===== src/rtl/fib_seq_gen.sv =====
// Bounded generalised Fibonacci term streamer with valid/ready output.
// Holds only the current and previous term; overflow tracked per beat.
module fib_seq_gen #(
  parameter int WIDTH = 32,
  parameter int CNT_W = 16
) (
  input  logic             clk,
  input  logic             rst,
  input  logic             start,
  input  logic [WIDTH-1:0] seed0,
  input  logic [WIDTH-1:0] seed1,
  input  logic [CNT_W-1:0] num_terms,
  output logic             busy,
  output logic             out_valid,
  input  logic             out_ready,
  output logic [WIDTH-1:0] out_data,
  output logic [CNT_W-1:0] out_idx,
  output logic             out_last,
  output logic             out_ovf,
  output logic             ovf_sticky,
  output logic             done
);

  typedef enum logic [1:0] {
    IDLE,
    RUN,
    DONE
  } state_t;

  state_t           state_q;
  logic [WIDTH-1:0] cur_q;
  logic [WIDTH-1:0] prev_q;
  logic [CNT_W-1:0] idx_q;
  logic [CNT_W-1:0] n_q;
  logic             valid_q;
  logic             last_q;
  logic             ovf_q;
  logic             sticky_q;
  logic             done_q;
  logic             busy_q;

  logic [WIDTH:0]   sum_d;
  logic [CNT_W-1:0] idx_d;
  logic             last_d;
  logic             fire;

  assign sum_d  = {1'b0, prev_q} + {1'b0, cur_q};
  assign idx_d  = idx_q + CNT_W'(1);
  assign last_d = (idx_d == (n_q - CNT_W'(1)));
  assign fire   = valid_q && out_ready;

  always_ff @(posedge clk) begin
    if (rst) begin
      state_q  <= IDLE;
      cur_q    <= '0;
      prev_q   <= '0;
      idx_q    <= '0;
      n_q      <= '0;
      valid_q  <= 1'b0;
      last_q   <= 1'b0;
      ovf_q    <= 1'b0;
      sticky_q <= 1'b0;
      done_q   <= 1'b0;
      busy_q   <= 1'b0;
    end else begin
      unique case (state_q)
        IDLE: begin
          if (start) begin
            n_q      <= num_terms;
            cur_q    <= seed0;
            // seed1 parks in prev_q until beat 0 is taken
            prev_q   <= seed1;
            idx_q    <= '0;
            ovf_q    <= 1'b0;
            sticky_q <= 1'b0;
            busy_q   <= 1'b1;
            if (num_terms == '0) begin
              state_q <= DONE;
              done_q  <= 1'b1;
            end else begin
              state_q <= RUN;
              valid_q <= 1'b1;
              last_q  <= (num_terms == CNT_W'(1));
            end
          end
        end
        RUN: begin
          if (fire) begin
            if (last_q) begin
              valid_q <= 1'b0;
              last_q  <= 1'b0;
              state_q <= DONE;
              done_q  <= 1'b1;
            end else begin
              idx_q  <= idx_d;
              last_q <= last_d;
              prev_q <= cur_q;
              if (idx_q == '0) begin
                cur_q <= prev_q;
                ovf_q <= 1'b0;
              end else begin
                cur_q <= sum_d[WIDTH-1:0];
                ovf_q <= sum_d[WIDTH];
                if (sum_d[WIDTH]) begin
                  sticky_q <= 1'b1;
                end
              end
            end
          end
        end
        DONE: begin
          done_q  <= 1'b0;
          busy_q  <= 1'b0;
          state_q <= IDLE;
        end
        default: begin
          state_q <= IDLE;
        end
      endcase
    end
  end

  assign busy       = busy_q;
  assign out_valid  = valid_q;
  assign out_data   = cur_q;
  assign out_idx    = idx_q;
  assign out_last   = last_q;
  assign out_ovf    = ovf_q;
  assign ovf_sticky = sticky_q;
  assign done       = done_q;

endmodule

===== config.mk =====
export PLATFORM = sky130hd
export DESIGN_NAME = fib_seq_gen
export DESIGN_NICKNAME = d
export VERILOG_FILES = /design/src/rtl/fib_seq_gen.sv
export SDC_FILE = /design/constraint.sdc
export NUM_CORES = 1
export LEC_CHECK = 0
export CAP_MARGIN = 20
export CORE_MARGIN = 2
export CORE_UTILIZATION = 35
export DETAILED_ROUTE_END_ITERATION = 12
export PLACE_DENSITY = 0.57
export RECOVER_POWER = 100
export SLEW_MARGIN = 20
export SYNTH_ARGS = -nofsm -noshare
export SYNTH_HDL_FRONTEND = slang
export SYNTH_SLANG_ARGS = --single-unit

===== constraint.sdc =====
create_clock -name clk -period 2.7 [get_ports clk]
set_clock_uncertainty 0.05 [all_clocks]
set_input_delay 0.54 -clock clk [delete_from_list [all_inputs] [get_ports clk]]
set_output_delay 0.54 -clock clk [all_outputs]
set_load 0.01 [all_outputs]

### After elaboration in Yosys (flattened, before gate mapping)

Cells that the tools add are included.

* multiplexer cells: 45
* reductions and logical operators: 15
* $add $sub $neg: 3
* equality and inequality tests: 12

Operator list (count)
* $mux W32: 7
* $pmux W32 S2: 2
* $mux W16: 3
* $add A32 B32 Y33: 1
* $logic_not A16 Y1: 2
* $pmux W16 S2: 1
* $mux W1: 21
* $add A16 B1 Y16 const B: 1
* $eq A16 B1 Y1 const B: 1
* $eq A16 B16 Y1: 1
* $ne A2 B2 Y1 const B: 8
* $sub A16 B1 Y16 const B: 1
* $pmux W1 S2: 5
* $reduce_and A5 Y1: 2
* $mux W2: 4
* $reduce_and A4 Y1: 2
* $reduce_and A6 Y1: 1
* $pmux W2 S2: 1
* $reduce_and A2 Y1: 2
* $reduce_bool A2 Y1: 2
* $pmux W1 S3: 1
* $reduce_and A3 Y1: 1
* $reduce_bool A3 Y1: 1
* $eq A2 B1 Y1 const B: 1
* other kinds (3): 3

* input port bits: 84
* bits in registers: 104
* word-level logic and storage cells: 86

### Logic depth before layout (Yosys ltp)

Gate-level depths: netlist (run 1).

* depth after elaboration: 6
* depth in mapped cells: 11
* depth with buffers taken out: 11

### Worst setup path before layout (run 1)

No wires, ideal clock.

* path type: register to register
* start point: reg cur_q[0] (netlist: out_data[0])
* end point: reg cur_q[30] (netlist: out_data[30])
* path buffers: 0
* data arrival time: 2549 ps
* library setup time: 86 ps
* slack: 16 ps
* cell stages (with the launch flop): 12
* path through: dfxtp_1 -> ha_1 -> inv_1 -> fa_1 -> nor2b_1 -> o2111ai_1 -> a211oi_2 -> o2111ai_2 -> a21oi_2 -> nor4_2 -> or2_2 -> a211oi_1

* word-level cells in the longest chain between the ends: 5

Ends and longest elaborated chain
* from (decl): RTL line 31 `logic [WIDTH-1:0] cur_q;`
* from (signal assigned): RTL line 99 `cur_q <= prev_q;`
* from (signal assigned): RTL line 102 `cur_q <= sum_d[WIDTH-1:0];`
* $add A32 B32 Y33: RTL line 47 `assign sum_d = {1'b0, prev_q} + {1'b0, cur_q};`
* $mux W32: RTL line 98 `if (idx_q == '0) begin`
* $mux W32: RTL line 89 `if (last_q) begin`
* $mux W32: RTL line 88 `if (fire) begin`
* $pmux W32 S2: RTL line 66 `unique case (state_q)`

No other way between the ends. The select of a mux whose other input is x is not followed.
A chain may end at the register's enable or synchronous reset.

### Worst setup path after layout (run 1)

* start point: reg cur_q[4] (netlist: out_data[4])
* end point: reg cur_q[29] (netlist: out_data[29])

The elaborated chain is that of the path after synthesis.

==> reports/summary.txt, run 1 <==
Yosys cell types = 64
Worst Path Buf+Inv = 0
Slowest cell on crit path = ha_1
Crit path depth = 9
# DRC = 0
fin crit period = 2.572 ns
setup TNS = 0 ns
worst skew pair latency = 0.36 ns
layout cell share with drive strength beyond 1 = 11.91%
Root Buffer Master = clkbuf_16
DP Worst Slack = -0.08778 ns
core area = 18,770 um2
Syn Nets = 960
RR Startpoint = out_data[4]
via-per-instance ratio = 5.648
global-route wire length before repair = 34,710 um
MaxCap Viol Count = 0
TritonRoute pass-1 iters = 6
reg-to-reg slack, setup = 0.13 ns
worst-margin pin slew = 1.063 ns
cell area after layout = 9104 um2
initial DRC count = 696
Max FO, Critical Path = 5
Placed Instances = 1,216
max_slew headroom = 29.09%
ant diodes = 0
post-synthesis sequential area ratio = 30.96%
count of final hold-check violations = 0
Post-synth EDFFs = 0
dpl hpwl = 16,020 um
TritonCTS buffer count = 9
CTS sink cnt = 104
Antenna Nets Post-Route = 0
clock tree buffer depth = 2
GP Congestion = 0.8616
Pwr per Cell Area = 509.6 nW/um2
Port Buf Inserts = 137
fraction of registers with async set/reset = 0%
Peak Freq = 0.3889 GHz
RSZ-0062 raised after global routing = yes
Layout Utilization = 48.51%
status = finished clean
critical path class = flop to flop
Max Slew Vio Count = 0
Total Power = 4.639 mW
Yosys warning count = 0
HP Class = flop to flop
number of fill cells = 1,874
Cell Area, Placed = 8673 um2
Crit path arrival time = 2.78 ns
drt total wl = 21,540 um
top-count cell post-synth = dfxtp_1
Reg2Reg Depth = 9
Tcrit/Tclk final = 95.25%
Congestion Overflow GR = 0
initial antenna violation count = 0
row count = 50
CP endpoint = out_data[29]
Vias = 6,964
#FFs+latches synth = 104
CTS tree = done
reg2reg end = out_data[29]
Cell Area, Synth = 6724 um2
Post-synth top cells = dfxtp_1 (104), nand2_1 (97), nor2_1 (95), a21oi_1 (70), a222oi_1 (60)
largest net degree at the start of global routing = 52
top cell type by total area after synthesis = dfxtp_1
Die Wd = 142.6 um
Die H = 142.6 um
crit path cell chain = ha_1 -> a21oi_1 -> nor3_1 -> a311o_1 -> nand4b_1 -> nand2_2 -> o31ai_4 -> o211a_1 -> a211o_1
WHS = 0.4226 ns
Final WS setup = 0.1284 ns
Initial Util = 35.83%
CP startpoint = out_data[4]
maximum VDD drop = 0.0003390 V
Worst setup EP type = flop
Pleak = 3.707 nW
CTS H-Tree Depth = 3
Layout area overhead = 35.39%
CP startpoint kind = flop
largest delay contributor family on the critical path = compound AO/OA/AOI/OAI gates
syn_area_per_cell = 8.005 um2
Final Setup Violations = 0
cell count after synthesis = 840
Nets = 1,114
max incr delay on CP = 0.40 ns
number of global-route vias before repair = 6,635
GRT Total Usage = 21.30%
share of the synthesized area in the top cell type = 30.96%
Reg clk slew, reported paths = 0.07 ns
Non-Filler Instances = 1,233
Worst EP required = 2.90 ns
synth top area cells = dfxtp_1 (31%), a222oi_1 (8.9%), ha_1 (6.5%)
Avg WL per Cell = 17.47 um
# IOs = 138
Top FF cell, synth = dfxtp_1
die area = 20,340 um2
[tightest hold or removal path: cells and delay by family, from the launching register on]
family          cells  cell delay [ns]
simple gates        1             0.05
flops               1             0.32
compound gates      1             0.05
[worst min path at each step]
stage / startpoint / to / slack, ns / depth (start not counted)
floorplan: n_q[15] / n_q[15] / 0.40 / 2
global placement: n_q[15] / n_q[15] / 0.41 / 2
detailed placement: n_q[15] / n_q[15] / 0.41 / 2
CTS: n_q[15] / n_q[15] / 0.43 / 2
global route: n_q[15] / n_q[15] / 0.47 / 2
finish: n_q[15] / n_q[15] / 0.42 / 2
[what timing repair did]
action / in CTS / in global routing
pin swaps: 1 / 9
hold buffers: 0 / 0
endpoints found under the hold margin: 0 / 0
gates resized for setup: 4 / 25
setup endpoints to repair: 7 / 17
setup buffers: 0 / 1
[placed cells by master (no fill, tap or decap), types with 24 or more instances in the layout]
cell / instances
a222oi_1: 60
nand2_1: 96
clkdlybuf4s50_1: 108
nor2_1: 95
a21oi_1: 68
buf_4: 58
dlygate4sd3_1: 28
xnor2_1: 42
ha_1: 32
o21ai_0: 31
dfxtp_1: 102
a21o_1: 24
[power by group]
part	switching, mW	internal, mW	total, mW
Sequential	0.129	1.66	1.78
Clock	0.662	0.758	1.42
Combinational	0.740	0.694	1.43
[kinds of logic after synthesis]
kind of cell	after synthesis	share of synthesized area, %
compound gates	260	27.80
xor+xnor	61	8.057
fa+ha+maj	36	6.811
buf+inv	75	4.317
flops	104	30.96
simple gates	304	22.05
[sequential cells by signal, indices dropped and copies added, names as in the netlist]
| register | cells |
|---|---|
| busy | 1 |
| out_idx | 16 |
| out_ovf | 1 |
| done | 1 |
| state_q | 2 |
| out_data | 32 |
| out_last | 1 |
| out_valid | 1 |
| ovf_sticky | 1 |
| prev_q | 32 |
| n_q | 16 |
[area by class of cell]
| type | instances | area, um2 | area share [%] |
|---|---|---|---|
| Clock inverter | 6 | 72.57 | 0.7971 |
| Tap cell | 234 | 292.8 | 3.216 |
| Inverter | 17 | 63.81 | 0.7009 |
| Clock buffer | 10 | 239.0 | 2.625 |
| Multi-Input combinational cell | 661 | 4474 | 49.15 |
| Sequential cell | 104 | 2085 | 22.90 |
| Timing Repair Buffer | 201 | 1877 | 20.62 |
[routing by layer]
metal	vias up	part of all wire (%)	track usage, %
met2	199	47	35.22
met3	21	4.7	3.163
li1	3459	-	-
met1	3285	47	29.42
met4	0	1.2	4.586
met5	-	0	0
Note: power is estimated with default switching activity, not from simulation.
==> run 2, diff against run 1 <==
ABC_AREA = 1   (was not set)
PLACE_DENSITY = 0.56   (was 0.57)
SETUP_SLACK_MARGIN = 0.15   (was not set)
==> run 2 against run 1 <==
Setup slack improved by 0.18 ns; clock power rose by 3%; first-iteration DRC count fell by 25%; combinational power rose to 2.6 times the previous value; register-to-register slack improved by 0.26 ns; count of clock-buffer cells in the layout rose by 1; core utilization fell by 3.9 points; global-route usage fell by 0.98 points; maximum frequency rose by 7.4%; sequential power rose by 24%; largest cell class unchanged; highest routed layer unchanged.
==> reports/summary.txt, run 2 <==
status = finished clean (unchanged)
Worst EP required = 2.94 ns (was 2.90 ns)
Max FO, Critical Path = 42 (was 5)
Post-synth top cells = nand2_1 (446), inv_1 (135), dfxtp_1 (104), a21oi_1 (100), nor2_1 (90) (was dfxtp_1 (104), nand2_1 (97), nor2_1 (95), a21oi_1 (70), a222oi_1 (60))
CTS tree = done (unchanged)
Cell Area, Placed = 9402 um2 (was 8673 um2)
Gate power share = 50.1% (was 30.9%)
worst skew pair latency = 0.36 ns (about the same)
Vias = 8,424 (was 6,964)
# DRC = 0 (unchanged)
GRT Total Usage = 20.32% (was 21.30%)
die area = 23,360 um2 (was 20,340 um2)
ant diodes = 0 (unchanged)
#FFs+latches synth = 104 (unchanged)
number of global-route vias before repair = 7,719 (was 6,635)
GP Congestion = 0.9149 (was 0.8616)
CTS Hold Bufs = 0 (unchanged)
register area = 2082 um2 (was 2085 um2)
Reg clk slew, reported paths = 0.07 ns (about the same)
P_int = 4.118 mW (was 3.107 mW)
global-route wire length before repair = 39,460 um (was 34,710 um)
Worst setup EP type = flop (unchanged)
Top FF cell, synth = dfxtp_1 (unchanged)
Congestion Overflow GR = 0 (unchanged)
drt total wl = 23,840 um (was 21,540 um)
Pwr per Cell Area = 758.4 nW/um2 (was 509.6 nW/um2)
syn_area_per_cell = 6.111 um2 (was 8.005 um2)
Die Wd = 152.9 um (was 142.6 um)
Peak Freq = 0.4176 GHz (was 0.3889 GHz)
count of final hold-check violations = 0 (unchanged)
Final WS setup = 0.3051 ns (was 0.1284 ns)
top cell type by total area after synthesis = dfxtp_1 (unchanged)
CTS sink cnt = 104 (unchanged)
Tcrit/Tclk final = 88.70% (was 95.25%)
Pleak = 4.354 nW (was 3.707 nW)
Crit path arrival time = 2.63 ns (was 2.78 ns)
Root Buffer Master = clkbuf_16 (unchanged)
Sw Share = 44.05% (was 33.02%)
Max Slew Vio Count = 0 (unchanged)
post-synthesis sequential area ratio = 26.85% (was 30.96%)
dpl hpwl = 18,330 um (was 16,020 um)
setup TNS = 0 ns (unchanged)
CP startpoint kind = input pin (was flop)
RR Startpoint = out_data[0] (was out_data[4])
RSZ-0062 raised after global routing = no (was yes)
max_slew headroom = 29.40% (was 29.09%)
Post-CTS Setup Repair Bufs = 0 (unchanged)
HP Class = flop to flop (unchanged)
CTS H-Tree Depth = 3 (unchanged)
layout cell share with drive strength beyond 1 = 4.037% (was 11.91%)
worst hold stages = 2 (unchanged)
Antenna Nets Post-Route = 0 (unchanged)
initial DRC count = 522 (was 696)
Port Buf Inserts = 137 (unchanged)
top-count cell post-synth = nand2_1 (was dfxtp_1)
synth top area cells = dfxtp_1 (27%), nand2_1 (22%), inv_1 (6.5%) (was dfxtp_1 (31%), a222oi_1 (8.9%), ha_1 (6.5%))
# IOs = 138 (unchanged)
Slowest cell on crit path = clkbuf_2 (was ha_1)
Nets = 1,502 (was 1,114)
fraction of registers with async set/reset = 0% (unchanged)
cell area after layout = 9704 um2 (was 9104 um2)
Avg WL per Cell = 14.30 um (was 17.47 um)
number of fill cells = 2,356 (was 1,874)
area of the multi-input gates = 4907 um2 (was 4474 um2)
largest net degree at the start of global routing = 84 (was 52)
reg-to-reg slack, setup = 0.39 ns (was 0.13 ns)
initial antenna violation count = 0 (unchanged)
most frequent cells in the layout = nand2_1 (446), inv_1 (134), dfxtp_1 (104), a21oi_1 (100), nor2_1 (90) (was clkdlybuf4s50_1 (108), dfxtp_1 (102), nand2_1 (96), nor2_1 (95), a21oi_1 (68))
HP Start = busy (was n_q[15])
Initial Util = 35.65% (was 35.83%)
row count = 54 (was 50)
Die H = 152.9 um (was 142.6 um)
Final Setup Violations = 0 (unchanged)
clock tree buffer depth = 2 (unchanged)
crit path cell chain = dlygate4sd3_1 -> inv_1 -> nand2_1 -> nand2_2 -> inv_1 -> nand2_2 -> clkbuf_2 -> a22oi_1 -> a21oi_1 (was ha_1 -> a21oi_1 -> nor3_1 -> a311o_1 -> nand4b_1 -> nand2_2 -> o31ai_4 -> o211a_1 -> a211o_1)
max incr delay on CP = 0.68 ns (was 0.40 ns)
Yosys cell types = 41 (was 64)
commonest non-fill, non-tap cell in the layout = nand2_1 (was clkdlybuf4s50_1)
Cell Area, Synth = 7755 um2 (was 6724 um2)
reg2reg end = out_data[30] (was out_data[29])
Layout area overhead = 25.14% (was 35.39%)
register share of total power = 30.0% (was 38.5%)
Reg2Reg Depth = 14 (was 9)
Clock power frac = 19.8% (was 30.6%)
sw power = 3.242 mW (was 1.532 mW)
TritonCTS buffer count = 9 (unchanged)
critical path class = input pin to flop (was flop to flop)
DP Worst Slack = 0.3374 ns (was -0.08778 ns)
maximum VDD drop = 0.0003660 V (was 0.0003390 V)
share of the synthesized area in the top cell type = 26.85% (was 30.96%)
Total Power = 7.360 mW (was 4.639 mW)
via-per-instance ratio = 5.053 (was 5.648)
core area = 21,760 um2 (was 18,770 um2)
CP startpoint = start (was out_data[4])
Syn Nets = 1,389 (was 960)
worst-margin pin slew = 1.059 ns (was 1.063 ns)
fin crit period = 2.395 ns (was 2.572 ns)
Post-synth EDFFs = 0 (unchanged)
MaxCap Viol Count = 0 (unchanged)
Hold Crit Endpoint = busy (was n_q[15])
cell count after synthesis = 1,269 (was 840)
TritonRoute pass-1 iters = 5 (was 6)
Yosys warning count = 0 (unchanged)
==> run 2: cell types whose count changed after synthesis, moves of 11 or more <==
| cell | before | now |
|---|---|---|
| a31oi_1 | 10 | 35 |
| o21ai_0 | 35 | 46 |
| clkbuf_1 | 45 | 21 |
| nand2_1 | 97 | 446 |
| a21oi_1 | 70 | 100 |
| nand3_1 | 17 | 77 |
| inv_1 | 17 | 135 |
| a22oi_1 | 8 | 31 |
| xnor2_1 | 42 | 18 |
| a21o_1 | 24 | 4 |
| a222oi_1 | 60 | 0 |
==> run 2: layout make-up <==
type                            instances  share of cell area [%]
Multi-Input combinational cell        977                   50.57
Sequential cell                       104                   21.45
Timing Repair Buffer                  150                   15.64
Inverter                              140                   5.415
Tap cell                              280                   3.610
Clock buffer                           11                   2.501
Clock inverter                          5                  0.8123
==> run 2: worst max path at each step <==
stage / depth (start not counted) / endpoint / slack, ns
after CTS: 12 / ovf_sticky / 0.31
after global placement: 12 / ovf_sticky / 0.42
after floorplan: 13 / out_data[30] / 0.66
after global routing: 10 / prev_q[31] / 0.09
after detailed placement: 12 / ovf_sticky / 0.34
final: 9 / out_data[2] / 0.31
==> run 2: through the flow <==
stage,hold WS [ns],util (%),instances
finish,0.4295,44.61,1667
global route,0.4640,44.61,1667
CTS,0.4367,44.69,1667
detailed placement,0.4261,43.21,1651
global placement,0.4187,43.21,1651
floorplan,0.3943,-,1269
==> run 2: per-layer routing <==
metal,global-route usage [%],up-vias,wire length [um]
met5,0,-,0
met4,4.541,0,216
met3,2.637,11,1060
met2,32.52,205,10860
met1,29.20,3827,11700
li1,-,4381,-
==> run 2: power by group through the flow <==
stage | clock, mW | combinational [mW] | sequential [mW]
2_1_floorplan | 0 | 2.56 | 2.22
3_3_place_gp | 0 | 3.82 | 2.24
3_5_place_dp | 0 | 3.82 | 2.25
4_1_cts | 1.50 | 3.83 | 2.21
5_1_grt | 1.55 | 4.17 | 2.27
6_report | 1.46 | 3.69 | 2.21
==> run 2: cell families after synthesis <==
family | after synthesis | share of synthesized area, %
adders and majority gates | 36 | 5.905
buffers and inverters | 188 | 9.906
DFF | 104 | 26.85
and+or+nand+nor | 674 | 36.25
xor gates and xnor gates | 30 | 3.388
AOI/OAI and AO/OA | 237 | 17.70
==> run 2: timing repair <==
| action | in CTS | in global routing |
|---|---|---|
| resized for setup | 0 | 1 |
| endpoints found under the hold margin | 0 | 0 |
| endpoints found under the setup margin | 0 | 2 |
==> run 2: critical path: cells and delay by family <==
kind                   cells  cell delay [ns]
AOI/OAI and AO/OA          2             0.46
and+or+nand+nor            3             0.25
buffers and inverters      4             1.36
